<file path="config.mk">
export PLATFORM = sky130hd
export DESIGN_NAME = gt_rst_seq
export DESIGN_NICKNAME = d
export VERILOG_FILES = /design/src/rtl/gt_rst_pkg.sv /design/src/rtl/sync_bit.sv /design/src/rtl/gt_rst_seq.sv
export SDC_FILE = /design/constraint.sdc
export NUM_CORES = 1
export LEC_CHECK = 0
export CAP_MARGIN = 20
export CORE_ASPECT_RATIO = 0.8
export CORE_MARGIN = 2
export CORE_UTILIZATION = 35
export CTS_BUF_LIST = sky130_fd_sc_hd__clkbuf_8 sky130_fd_sc_hd__clkbuf_16
export DETAILED_ROUTE_END_ITERATION = 12
export PLACE_DENSITY = 0.5
export REMOVE_ABC_BUFFERS = 1
export SYNTH_ARGS = -nofsm -noshare
export SYNTH_HDL_FRONTEND = slang
export SYNTH_SLANG_ARGS = --single-unit
</file>
<file path="constraint.sdc">
create_clock -name i_clk -period 2.25 [get_ports i_clk]
set_clock_uncertainty 0.15 [all_clocks]
set_input_delay 0.45 -clock i_clk [delete_from_list [all_inputs] [get_ports i_clk]]
set_output_delay 0.45 -clock i_clk [all_outputs]
set_load 0.03 [all_outputs]
</file>
<file path="src/rtl/gt_rst_pkg.sv">
// Shared types and constants for the GT PHY reset sequencer.
package gt_rst_pkg;

  localparam int unsigned HOLD_W    = 16;
  localparam int unsigned WDOG_W    = 24;
  localparam logic [7:0]  RETRY_MAX = 8'd255;

  typedef enum logic [1:0] {
    StHold     = 2'd0,
    StWaitLock = 2'd1,
    StWaitDone = 2'd2,
    StReady    = 2'd3
  } gt_state_e;

  typedef struct packed {
    logic gt_rst;
    logic tx_rst;
    logic rx_rst;
    logic phy_ready;
  } gt_out_t;

  function automatic gt_out_t state_outputs(gt_state_e st);
    gt_out_t o;
    o.gt_rst    = (st == StHold);
    o.tx_rst    = (st == StHold) || (st == StWaitLock);
    o.rx_rst    = (st == StHold) || (st == StWaitLock);
    o.phy_ready = (st == StReady);
    return o;
  endfunction

endpackage

</file>
<file path="src/rtl/sync_bit.sv">
// Multi-flop synchronizer for a single asynchronous level; all stages reset to 0.
module sync_bit #(
  parameter int unsigned P_SYNC_STAGES = 2
) (
  input  logic i_clk,
  input  logic i_rst,
  input  logic i_d,
  output logic o_q
);

  logic [P_SYNC_STAGES-1:0] sync_q;
  logic [P_SYNC_STAGES-1:0] sync_d;

  always_comb begin
    sync_d = {sync_q[P_SYNC_STAGES-2:0], i_d};
  end

  always_ff @(posedge i_clk or posedge i_rst) begin
    if (i_rst) begin
      sync_q <= '0;
    end else begin
      sync_q <= sync_d;
    end
  end

  assign o_q = sync_q[P_SYNC_STAGES-1];

endmodule

</file>
<file path="src/rtl/gt_rst_seq.sv">
// GT PHY reset sequencer: HOLD -> WAIT_LOCK -> WAIT_DONE -> READY with restart counting.
// Define GT_RST_WATCHDOG_EN to add the WAIT_LOCK/WAIT_DONE timeout watchdog.
module gt_rst_seq
  import gt_rst_pkg::*;
#(
  parameter int unsigned P_HOLD_CYCLE  = 10,
  parameter int unsigned P_TIMEOUT     = 50000,
  parameter int unsigned P_SYNC_STAGES = 2
) (
  input  logic       i_clk,
  input  logic       i_rst,
  input  logic       i_pll_lock,
  input  logic       i_tx_rst_done,
  input  logic       i_rx_rst_done,
  output logic       o_gt_rst,
  output logic       o_tx_rst,
  output logic       o_rx_rst,
  output logic       o_phy_ready,
  output logic [7:0] o_retry_cnt
);

  logic lock_s, txd_s, rxd_s;

  sync_bit #(.P_SYNC_STAGES(P_SYNC_STAGES)) u_sync_lock (
    .i_clk(i_clk), .i_rst(i_rst), .i_d(i_pll_lock), .o_q(lock_s)
  );
  sync_bit #(.P_SYNC_STAGES(P_SYNC_STAGES)) u_sync_txd (
    .i_clk(i_clk), .i_rst(i_rst), .i_d(i_tx_rst_done), .o_q(txd_s)
  );
  sync_bit #(.P_SYNC_STAGES(P_SYNC_STAGES)) u_sync_rxd (
    .i_clk(i_clk), .i_rst(i_rst), .i_d(i_rx_rst_done), .o_q(rxd_s)
  );

  gt_state_e         state_q, state_d;
  logic [HOLD_W-1:0] hold_cnt_q, hold_cnt_d;
  logic [7:0]        retry_cnt_q, retry_cnt_d;
  gt_out_t           out_q, out_d;
  logic              restart;
  logic              timeout;

`ifdef GT_RST_WATCHDOG_EN
  logic [WDOG_W-1:0] wdog_q, wdog_d;

  assign timeout = ((state_q == StWaitLock) || (state_q == StWaitDone)) &&
                   (wdog_q == WDOG_W'(P_TIMEOUT - 1));

  always_comb begin
    wdog_d = '0;
    if ((state_d == state_q) && ((state_q == StWaitLock) || (state_q == StWaitDone))) begin
      wdog_d = wdog_q + WDOG_W'(1);
    end
  end

  always_ff @(posedge i_clk or posedge i_rst) begin
    if (i_rst) begin
      wdog_q <= '0;
    end else begin
      wdog_q <= wdog_d;
    end
  end
`else
  logic unused_timeout;

  assign timeout        = 1'b0;
  assign unused_timeout = ^WDOG_W'(P_TIMEOUT);
`endif

  // A timeout wins over forward progress; lock loss and timeout together are one restart.
  always_comb begin
    state_d = state_q;
    restart = 1'b0;
    unique case (state_q)
      StHold: begin
        if (hold_cnt_q == HOLD_W'(P_HOLD_CYCLE - 1)) state_d = StWaitLock;
      end
      StWaitLock: begin
        if (timeout)     restart = 1'b1;
        else if (lock_s) state_d = StWaitDone;
      end
      StWaitDone: begin
        if (!lock_s || timeout)  restart = 1'b1;
        else if (txd_s && rxd_s) state_d = StReady;
      end
      StReady: begin
        if (!(lock_s && txd_s && rxd_s)) restart = 1'b1;
      end
      default: state_d = StHold;
    endcase
    if (restart) state_d = StHold;
  end

  always_comb begin
    hold_cnt_d = '0;
    if ((state_q == StHold) && (state_d == StHold)) begin
      hold_cnt_d = hold_cnt_q + HOLD_W'(1);
    end

    retry_cnt_d = retry_cnt_q;
    if (restart && (retry_cnt_q != RETRY_MAX)) begin
      retry_cnt_d = retry_cnt_q + 8'd1;
    end

    // Outputs are registered from the next state so they always match state_q.
    out_d = state_outputs(state_d);
  end

  always_ff @(posedge i_clk or posedge i_rst) begin
    if (i_rst) begin
      state_q     <= StHold;
      hold_cnt_q  <= '0;
      retry_cnt_q <= '0;
      out_q       <= state_outputs(StHold);
    end else begin
      state_q     <= state_d;
      hold_cnt_q  <= hold_cnt_d;
      retry_cnt_q <= retry_cnt_d;
      out_q       <= out_d;
    end
  end

  assign o_gt_rst    = out_q.gt_rst;
  assign o_tx_rst    = out_q.tx_rst;
  assign o_rx_rst    = out_q.rx_rst;
  assign o_phy_ready = out_q.phy_ready;
  assign o_retry_cnt = retry_cnt_q;

endmodule

</file>
Word level (Yosys, flattened, before mapping)
Index checks and enable logic that the tools add are counted.
- $add $sub $neg: 2
- eq/ne operators: 7
- multiplexer cells: 10
- reductions and logical operators: 8
- operator list (operator ; number):
    $add A16 B1 Y16 const B ; 1
    $eq A16 B4 Y1 const B ; 1
    $mux W16 ; 1
    $mux W2 ; 5
    $add A8 B1 Y8 const B ; 1
    $ne A8 B8 Y1 const B ; 1
    $eq A2 B2 Y1 const B ; 3
    $pmux W2 S3 ; 1
    $logic_and A1 B1 Y1 ; 5
    $eq A2 B1 Y1 const B ; 2
    $logic_not A2 Y1 ; 2
    $mux W1 ; 2
    $pmux W1 S2 ; 1
    $logic_or A1 B1 Y1 ; 1
- bits in registers: 35
- input port bits: 5
- output and inout bits: 12
- logic and storage cells: 36

Logic depth before layout (Yosys ltp)
Gate-level depths: netlist of run 1.
- depth after elaboration: 8
- depth in mapped cells: 7
- depth with buffers taken out: 6

Hierarchy
From an unflattened synthesis of run 1, not the netlist that was laid out.
- cell total of the unflattened synthesis: 141
- area total of the unflattened synthesis: 1534.0 um^2
- modules (own cells, without submodules) (module ; instances ; cells an instance ; area an instance (um^2) ; seq. area each (um^2)):
    gt_rst_seq ; 1 ; 132 ; 1372.6 ; 728.2
    sync_bit ; 3 ; 3 ; 53.8 ; 50.0

Worst setup path before layout of run 1
OpenSTA, ideal clock, no wires.
- path type: register to register
- start: register retry_cnt_q[0] (netlist: o_retry_cnt[0])
- end: register retry_cnt_q[1] (netlist: o_retry_cnt[1])
- library setup time: 0.125 ns
- arrival: 1.546 ns
- data required time: 1.975 ns
- path slack: 0.430 ns
- cell stages (with the launch flop): 5
- path through: dfrtp_1 > ha_1 > nand3_1 > o221ai_2 > mux2_2
- cells in the longest elaborated chain, start to end: 2
- elaborated cells between the ends (all ways): 3
- those cells by class: add/sub: 1; eq/ne: 1; reduce/logical: 1
- ends and longest elaborated chain (element ; line ; source):
    start, declared ; gt_rst_seq.sv:36 ; logic [7:0] retry_cnt_q, retry_cnt_d;
    start signal, assigned ; gt_rst_seq.sv:116 ; retry_cnt_q <= retry_cnt_d;
    parallel branches: the longest is 2 deep, another holds $add A8 B1 Y8 ; -- ;
Several ways; the timed one is not identified.
A chain may end at the register's enable or synchronous reset.

Worst setup path after layout of run 1
- start: register out_q, in the netlist o_rx_rst
- end: output o_rx_rst
- RTL lines (element ; line ; source):
    start, declared ; gt_rst_seq.sv:37 ; gt_out_t out_q, out_d;
    start signal, assigned ; gt_rst_seq.sv:112 ; out_q <= state_outputs(StHold);
    start signal, assigned ; gt_rst_seq.sv:117 ; out_q <= out_d;
    end, declared ; gt_rst_seq.sv:17 ; output logic o_rx_rst,
No word-level cell between the ends.

==> results.toml, run 1 <==
[floorplanning]
num_rows = 21
io-pin-count = 17
dieArea_um2 = 4890
die_h_um = 62.9
start_util_pct = 36.4
die_w_um = 77.7
core_area_um2 = 4180

[worst_setup_path]
cp.buffers_inverters = 1
r2r_cells = 4
r2r_slack_ps = 370
crit_path_end_kind = "primary output"
critPathLaunch = "o_rx_rst"
crit_required_ps = 1650
crit_chain = "clkdlybuf4s50_1"
path_max_fanout = 2
crit_path_start_kind = "flop"
critPathTopFamily = "buffers and inverters"
regToRegStartpoint = "hold_cnt_q[9]"
worst_path_max_delay_cell = "clkdlybuf4s50_1"
crit_arrival_ps = 1480
path_class = "flop to primary output"
rr_endpoint = "hold_cnt_q[9]"
cpPeakStageDelay_ps = 660

[clocking]
cts.sinks = 35
postCtsHoldBufs = 0
cts_buffer_depth = 2
cts.clk_slew.worst_paths_ps = 70
clk_latency_ps = 280
cts_setup_buffers = 0
post_cts_resized = 0
cts_tree = "built"
cts_root_buf = "clkbuf_8"
htree_levels = 2
numCtsBuffers = 5

[power]
seqPwrFrac_pct = 47.2
peakVddDrop_uv = 598
clockPowerShare_pct = 24.7
power_leakage_nw = 0.804
power_density_nw_per_um2 = 996
swShare_pct = 35.5
intPower_mw = 1.18
p_switching_mw = 0.649
combPwrFrac_pct = 28.1

[global_route]
grt_overflow_total = 0
grt_start_max_net_pins = 36
antenna_found_initial = 0
grt_pass1_wl_um = 5290
first_global_vias = 1087
grtUsageTotal_pct = 14.0

[logic_synthesis]
syn_inst = 139
yosysMostFrequentCell = "dfrtp_1"
synth.top_cells.by_count = "dfrtp_1, nor2_1, xor2_1"
synth.distinct_cells = 27
synth_warnings = 0
seq_area_frac_synth_pct = 57.8
ys_seq_elements = 35
netlist_area_um2 = 1520
synth-edff-count = 0
synth_top_area_cell = "dfrtp_1"
synthTopCellsByArea = "dfrtp_1, xor2_1, xnor2_1"
async_flop_share_pct = 100
synth_top_area_share_pct = 54.3
synth_ff_type = "dfrtp_1"
syn_area_per_cell_um2 = 10.9

[final_layout]
fin_nets = 169
instances_no_fill = 219
syn_to_final_growth_pct = 20.9
fin_area_um2 = 1840
antenna_cells = 0
drive_gt1_share_pct = 9.88

[placement]
dp_cells = 211
io_buffers = 16
placed_area_um2 = 1750
gp_congestion = 0.713
dpl.hpwl_um = 2030
pre_cts_ws_ps = 373

[drt]
vias = 1055
routed_via_density = 4.82
drc = 0
wirelength_um = 2910
drtPass1Iterations = 4
ant_nets = 0
post_drt_wl_per_cell_um = 13.3
drt-initial-drc-count = 111

[timing]
slew-limit-headroom_pct = 61.3
grt_setup_unrepaired = "no"
min_period_over_period_pct = 92.2
fmax_ghz = 0.482
setup_ws_ps = 175
worstMarginPinSlew_ps = 579
hold_viol_final = 0
drv_slew = 0
setup_viol = 0
setup-tns-final_ps = 0
finalCriticalPeriod_ps = 2080

[worst_hold_path]
whs_path_depth = 0
hp-class = "flop to flop"
hold_path_end = "u_sync_rxd.sync_q[1]"
min-delay-start = "u_sync_rxd.sync_q[0]"

[status]
outcome = "completed"

[run]
cap_viol_max_count = 0
-- power groups by stage --
| stage | Sequential [mW] | Combinational (mW) | Clock [mW] |
|---|---|---|---|
| 4_1_cts | 0.864 | 0.527 | 0.473 |
| 3_3_place_gp | 0.867 | 0.511 | 0 |
| 6_report | 0.865 | 0.514 | 0.451 |
| 5_1_grt | 0.886 | 0.583 | 0.503 |
| 3_5_place_dp | 0.875 | 0.524 | 0 |
| 2_1_floorplan | 0.937 | 0.260 | 0 |
-- cells in the final DEF, fill, tap and decap left out --
cell             synthesis  layout
dfrtp_1                 33      33
nor2_1                  20      20
clkdlybuf4s50_1          0      16
xor2_1                  11      11
nand3_1                 10      10
nand2_1                  9       9
xnor2_1                  9       9
inv_1                    7       8
nor3_1                   8       8
nand4_1                  6       6
clkbuf_8                 0       6
nor4_1                   5       5
ha_1                     3       3
o31ai_1                  2       2
dfstp_2                  2       2
a21boi_0                 1       1
o221ai_2                 1       1
and4bb_2                 1       1
a31oi_1                  1       1
a211o_1                  1       1
o21ai_0                  1       1
and4_4                   1       1
nand3_2                  1       1
or4_1                    1       1
a21oi_1                  1       1
and3_2                   1       1
mux2_2                   1       1
clkinv_2                 0       1
buf_4                    1       1
-- worst max-delay path by stage --
stage	endpoint	slack, ps	depth (start not counted)
after floorplan	o_retry_cnt[1]	430	4
after global placement	hold_cnt_q[11]	390	4
after detailed placement	hold_cnt_q[9]	370	4
after CTS	o_rx_rst	160	1
after global routing	o_rx_rst	130	1
final	o_rx_rst	170	1
-- logic make-up after synthesis --
kind of cell	Yosys count	share of synthesized area [%]
flops	35	57.8
xor+xnor	20	11.5
buf+inv	9	2.55
fa+ha+maj	3	2.47
compound gates	8	4.11
simple gates	63	20.8
mux	1	0.741
-- cell type report --
type | instances | area [um2]
sequential | 35 | 878
multi-input combinational | 95 | 603
inverter | 7 | 26.3
clock inverter | 2 | 8.76
tap | 57 | 71.3
clock buffer | 6 | 82.6
timing repair buffer | 17 | 168
fill | 384 | 2340
-- metal layers --
metal	up-vias	GRT usage, %	wire length, um	share of wire [%]
met1	508	20.3	1460	50
met3	4	3.90	117	4.0
met2	22	19.0	1300	45
met5	-	0	0	0
met4	0	6.70	31	1.1
li1	521	-	-	-
-- sequential cells by signal, indices dropped and copies added, names as in the netlist --
signal              cells
hold_cnt_q             16
o_retry_cnt             8
state_q                 2
u_sync_lock.sync_q      2
u_sync_rxd.sync_q       2
u_sync_txd.sync_q       2
o_gt_rst                1
o_phy_ready             1
o_rx_rst                1
-- through the flow --
stage / total power, mW / hold slack (ps) / util (%)
floorplan: 1.20 / 181 / -
global placement: 1.38 / 182 / 41.8
detailed placement: 1.40 / 185 / 41.8
CTS: 1.86 / 201 / 44.0
global route: 1.97 / 218 / 44.0
finish: 1.83 / 199 / 44.0
No activity file was read; power rests on OpenSTA's default activity.
==> run 2, diff against run 1 <==
- CORE_ASPECT_RATIO: 0.8 -> default
==> run 2 against run 1 <==
Final area fell by 1.0%. Critical path depth did not move. Non-clock buffer count did not move. Global-route usage fell by 1.0 points. Sequential share of layout area rose by 0.49 points. Power fell by 2.7%. Via count fell by 1.5%. Fmax barely moved. Clock power fell by 8.0%.
==> results.toml, run 2 (synthesis gave the netlist of run 1 again) <==
[clocking]
post_cts_resized = 0
numCtsBuffers = 5
htree_levels = 2
cts_root_buf = "clkbuf_8"
cts.sinks = 35
cts_setup_buffers = 0
clk_latency_ps = 280
postCtsHoldBufs = 0
cts_buffer_depth = 2
cts.clk_slew.worst_paths_ps = 60
cts_tree = "built"

[worst_setup_path]
cpPeakStageDelay_ps = 660
cp.buffers_inverters = 1
worst_path_max_delay_cell = "clkdlybuf4s50_1"
crit_chain = "clkdlybuf4s50_1"
path_class = "flop to primary output"
crit_required_ps = 1650
critPathTopFamily = "buffers and inverters"
crit_path_start_kind = "flop"
path_max_fanout = 2
crit_arrival_ps = 1480
crit_path_end_kind = "primary output"

[timing]
grt_setup_unrepaired = "no"
worstMarginPinSlew_ps = 575
drv_slew = 0
fmax_ghz = 0.482
hold_viol_final = 0
setup_viol = 0
min_period_over_period_pct = 92.2
setup_ws_ps = 174
slew-limit-headroom_pct = 61.6
setup-tns-final_ps = 0
hold_slack_ps = 198
finalCriticalPeriod_ps = 2080

[global_route]
grt_pass1_wl_um = 4970
grt_util_met1_pct = 16.4
grtUsageTotal_pct = 13.0
antenna_found_initial = 0
grt.met3_usage_pct = 3.75
grt_start_max_net_pins = 36
first_global_vias = 1095
met2_usage_pct = 19.7
grt_overflow_total = 0
top_usage_layer = "met2"

[placement]
placed_area_um2 = 1740
gp_congestion = 0.727
dp_cells = 204
pre_cts_ws_ps = 384
io_buffers = 16
dpl.hpwl_um = 1830

[final_layout]
fin_nets = 169
syn_to_final_growth_pct = 19.7
layout_common_cells = "dfrtp_1, nor2_1, clkdlybuf4s50_1"
fin_area_um2 = 1820
largest_register_ffs = 16
drive_gt1_share_pct = 9.26
layout_commonest_cell = "dfrtp_1"
instances_no_fill = 212
antenna_cells = 0
finish.utilization_pct = 44.5
top_register = "hold_cnt_q"
fillCellCount = 390

[floorplanning]
num_rows = 23
dieArea_um2 = 4890
die_h_um = 69.9
core_area_um2 = 4090
die_w_um = 69.9
io-pin-count = 17
start_util_pct = 37.2

[power]
power_density_nw_per_um2 = 979
peakVddDrop_uv = 748
total_power_mw = 1.78
power_leakage_nw = 0.803

[worst_hold_path]
hp-class = "flop to flop"

[drt]
drtPass1Iterations = 4
post_drt_wl_per_cell_um = 12.7
drc = 0
wirelength_um = 2700
drt-initial-drc-count = 78
ant_nets = 0
routed_via_density = 4.90
vias = 1039

[status]
outcome = "completed"

[run]
cap_viol_max_count = 0
==> run 2: cell count changes in the layout (fill, tap and decap cells not counted), sizes merged <==
cell	previous run	this run
clkbuf	6	5
inv	8	9
==> run 2: final cells by class <==
type / instances / area, um2 / share of cell area (%)
Sequential cell: 35 / 878 / 48.3
Multi-Input combinational cell: 95 / 603 / 33.1
Timing Repair Buffer: 17 / 168 / 9.22
Clock buffer: 5 / 68.8 / 3.78
Tap cell: 50 / 62.6 / 3.44
Inverter: 7 / 26.3 / 1.44
Clock inverter: 3 / 12.5 / 0.688
==> run 2: metal layers <==
layer	wire (um)	part of all wire, %
met3	109	4.0
met4	62	2.3
met1	1330	49
met2	1200	44
met5	0	0
==> run 2: power by group <==
part / total, mW / internal (mW) / switching (mW)
combinational: 0.506 / 0.196 / 0.310
clock: 0.415 / 0.208 / 0.207
sequential: 0.860 / 0.741 / 0.119
==> run 2: path summary, 6_finish.rpt <==
check,startpoint,endpoint,slack [ps],cells past startpoint
max,o_rx_rst,o_tx_rst,170,1
min,u_sync_lock.sync_q[0],u_sync_lock.sync_q[1],200,0
max reg2reg,hold_cnt_q[8],hold_cnt_q[13],360,4
min reg2reg,u_sync_lock.sync_q[0],u_sync_lock.sync_q[1],200,0
max in group asynchronous,i_rst,o_rx_rst,1190,3
min in group asynchronous,i_rst,o_retry_cnt[6],410,3
==> run 3, diff against run 2 <==
- CELL_PAD_IN_SITES_DETAIL_PLACEMENT: default -> 1
- CELL_PAD_IN_SITES_GLOBAL_PLACEMENT: default -> 2
- PLACE_DENSITY: 0.5 -> 0.72
==> run 3 against run 2 <==
Cell count is the same. Highest routed layer unchanged. Combinational power rose by 1%. Final area up 3.0%. Power increased by 15%. Clock-buffer cell count unchanged. Fmax fell by 0.41%. Via count is 3.0% higher. Worst hold slack gained 4.4 ps.
==> results.toml, run 3 (synthesis gave the netlist of run 1 again) <==
[timing]
drv_slew = 0
setup-tns-final_ps = 0
hold_viol_final = 0
fmax_ghz = 0.480
slew-limit-headroom_pct = 61.4
grt_setup_unrepaired = "no"
setup_viol = 0
min_period_over_period_pct = 92.6
worstMarginPinSlew_ps = 577
finalCriticalPeriod_ps = 2080

[placement]
gp_congestion = 0.757
dp_cells = 204
dpl.hpwl_um = 2120
io_buffers = 16

[worst_hold_path]
hp-class = "flop to flop"
min-delay-start = "u_sync_txd.sync_q[0]"
hold_path_end = "u_sync_txd.sync_q[1]"
whs_path_depth = 0

[worst_setup_path]
regToRegStartpoint = "hold_cnt_q[1]"
crit_required_ps = 1650
r2r_slack_ps = 380
path_class = "flop to primary output"
cp.buffers_inverters = 1
crit_arrival_ps = 1480
cpPeakStageDelay_ps = 670
r2r_cells = 6
crit_path_start_kind = "flop"
rr_endpoint = "hold_cnt_q[10]"
worst_path_max_delay_cell = "clkdlybuf4s50_1"
crit_chain = "clkdlybuf4s50_1"
crit_path_end_kind = "primary output"
critPathTopFamily = "buffers and inverters"
path_max_fanout = 2

[power]
power_density_nw_per_um2 = 1100
combPwrFrac_pct = 24.9
clockPowerShare_pct = 32.9
seqPwrFrac_pct = 42.2
peakVddDrop_uv = 585
swShare_pct = 32.9
p_switching_mw = 0.676
intPower_mw = 1.38
power_leakage_nw = 0.816

[global_route]
first_global_vias = 1157
grt_start_max_net_pins = 36
antenna_found_initial = 0
grtUsageTotal_pct = 14.4
grt_pass1_wl_um = 5520
grt_overflow_total = 0

[final_layout]
antenna_cells = 0
layout_common_cells = "dfrtp_1, nor2_1, clkdlybuf4s50_1"
finish.utilization_pct = 45.9
drive_gt1_share_pct = 10.5
instances_no_fill = 212
fin_nets = 169
layout_commonest_cell = "dfrtp_1"
largest_register_ffs = 16
top_register = "hold_cnt_q"
syn_to_final_growth_pct = 23.3

[clocking]
numCtsBuffers = 5
cts_root_buf = "clkbuf_8"
cts.sinks = 35
cts_buffer_depth = 2
cts_setup_buffers = 0
post_cts_resized = 0
clk_latency_ps = 280
cts.clk_slew.worst_paths_ps = 70
postCtsHoldBufs = 0
htree_levels = 2
cts_tree = "built"

[drt]
drc = 0
vias = 1070
ant_nets = 0
routed_via_density = 5.05
post_drt_wl_per_cell_um = 14.4
wirelength_um = 3060
drtPass1Iterations = 4
drt-initial-drc-count = 36

[floorplanning]
dieArea_um2 = 4890
num_rows = 23
die_h_um = 69.9
core_area_um2 = 4090
die_w_um = 69.9
io-pin-count = 17
start_util_pct = 37.2

[status]
outcome = "completed"

[run]
cap_viol_max_count = 0
run 3: changes by cell type in the layout (fill, tap and decap cells not counted), sizes merged:
cell	before	now
inv	9	7
clkinv	1	0
clkinvlp	0	1
bufinv	0	2
run 3: through the flow:
stage                     hold WS, ps  total power [mW]  worst slack, ps  cell area, um2
after detailed placement          189              1.40              385            1740
after CTS                         206              2.09              144            1870
after floorplan                   181              1.20              430            1510
after global routing              211              2.18              123            1870
after global placement            186              1.38              403            1740
final                             202              2.05              166            1870
run 3: routing by layer:
metal / track usage, % / vias up / wire [um]
met5: 0 / - / 0
met2: 22.9 / 16 / 1490
met4: 5.77 / 0 / 25
li1: - / 519 / -
met1: 18.5 / 531 / 1440
met3: 4.33 / 4 / 101
run 3: worst max path at each step:
stage | start | endpoint | depth (start not counted)
3_5_place_dp | hold_cnt_q[1] | hold_cnt_q[7] | 6
6_report | o_rx_rst | o_rx_rst | 1
2_1_floorplan | o_retry_cnt[0] | o_retry_cnt[1] | 4
4_1_cts | o_rx_rst | o_rx_rst | 1
3_3_place_gp | hold_cnt_q[6] | hold_cnt_q[12] | 4
5_1_grt | o_retry_cnt[2] | o_retry_cnt[2] | 1
run 3: final cells by class:
cell class,count,area (um2)
Multi-Input combinational cell,95,603
Clock inverter,3,67.6
Inverter,7,26.3
Clock buffer,5,68.8
Sequential cell,35,878
Timing Repair Buffer,17,168
Fill cell,453,2210
Tap cell,50,62.6
run 3: power groups by stage:
stage	combinational, mW	sequential, mW	clock (mW)
after CTS	0.525	0.868	0.693
after global placement	0.510	0.870	0
after floorplan	0.260	0.937	0
final	0.511	0.867	0.676
after global routing	0.576	0.885	0.723
after detailed placement	0.524	0.879	0
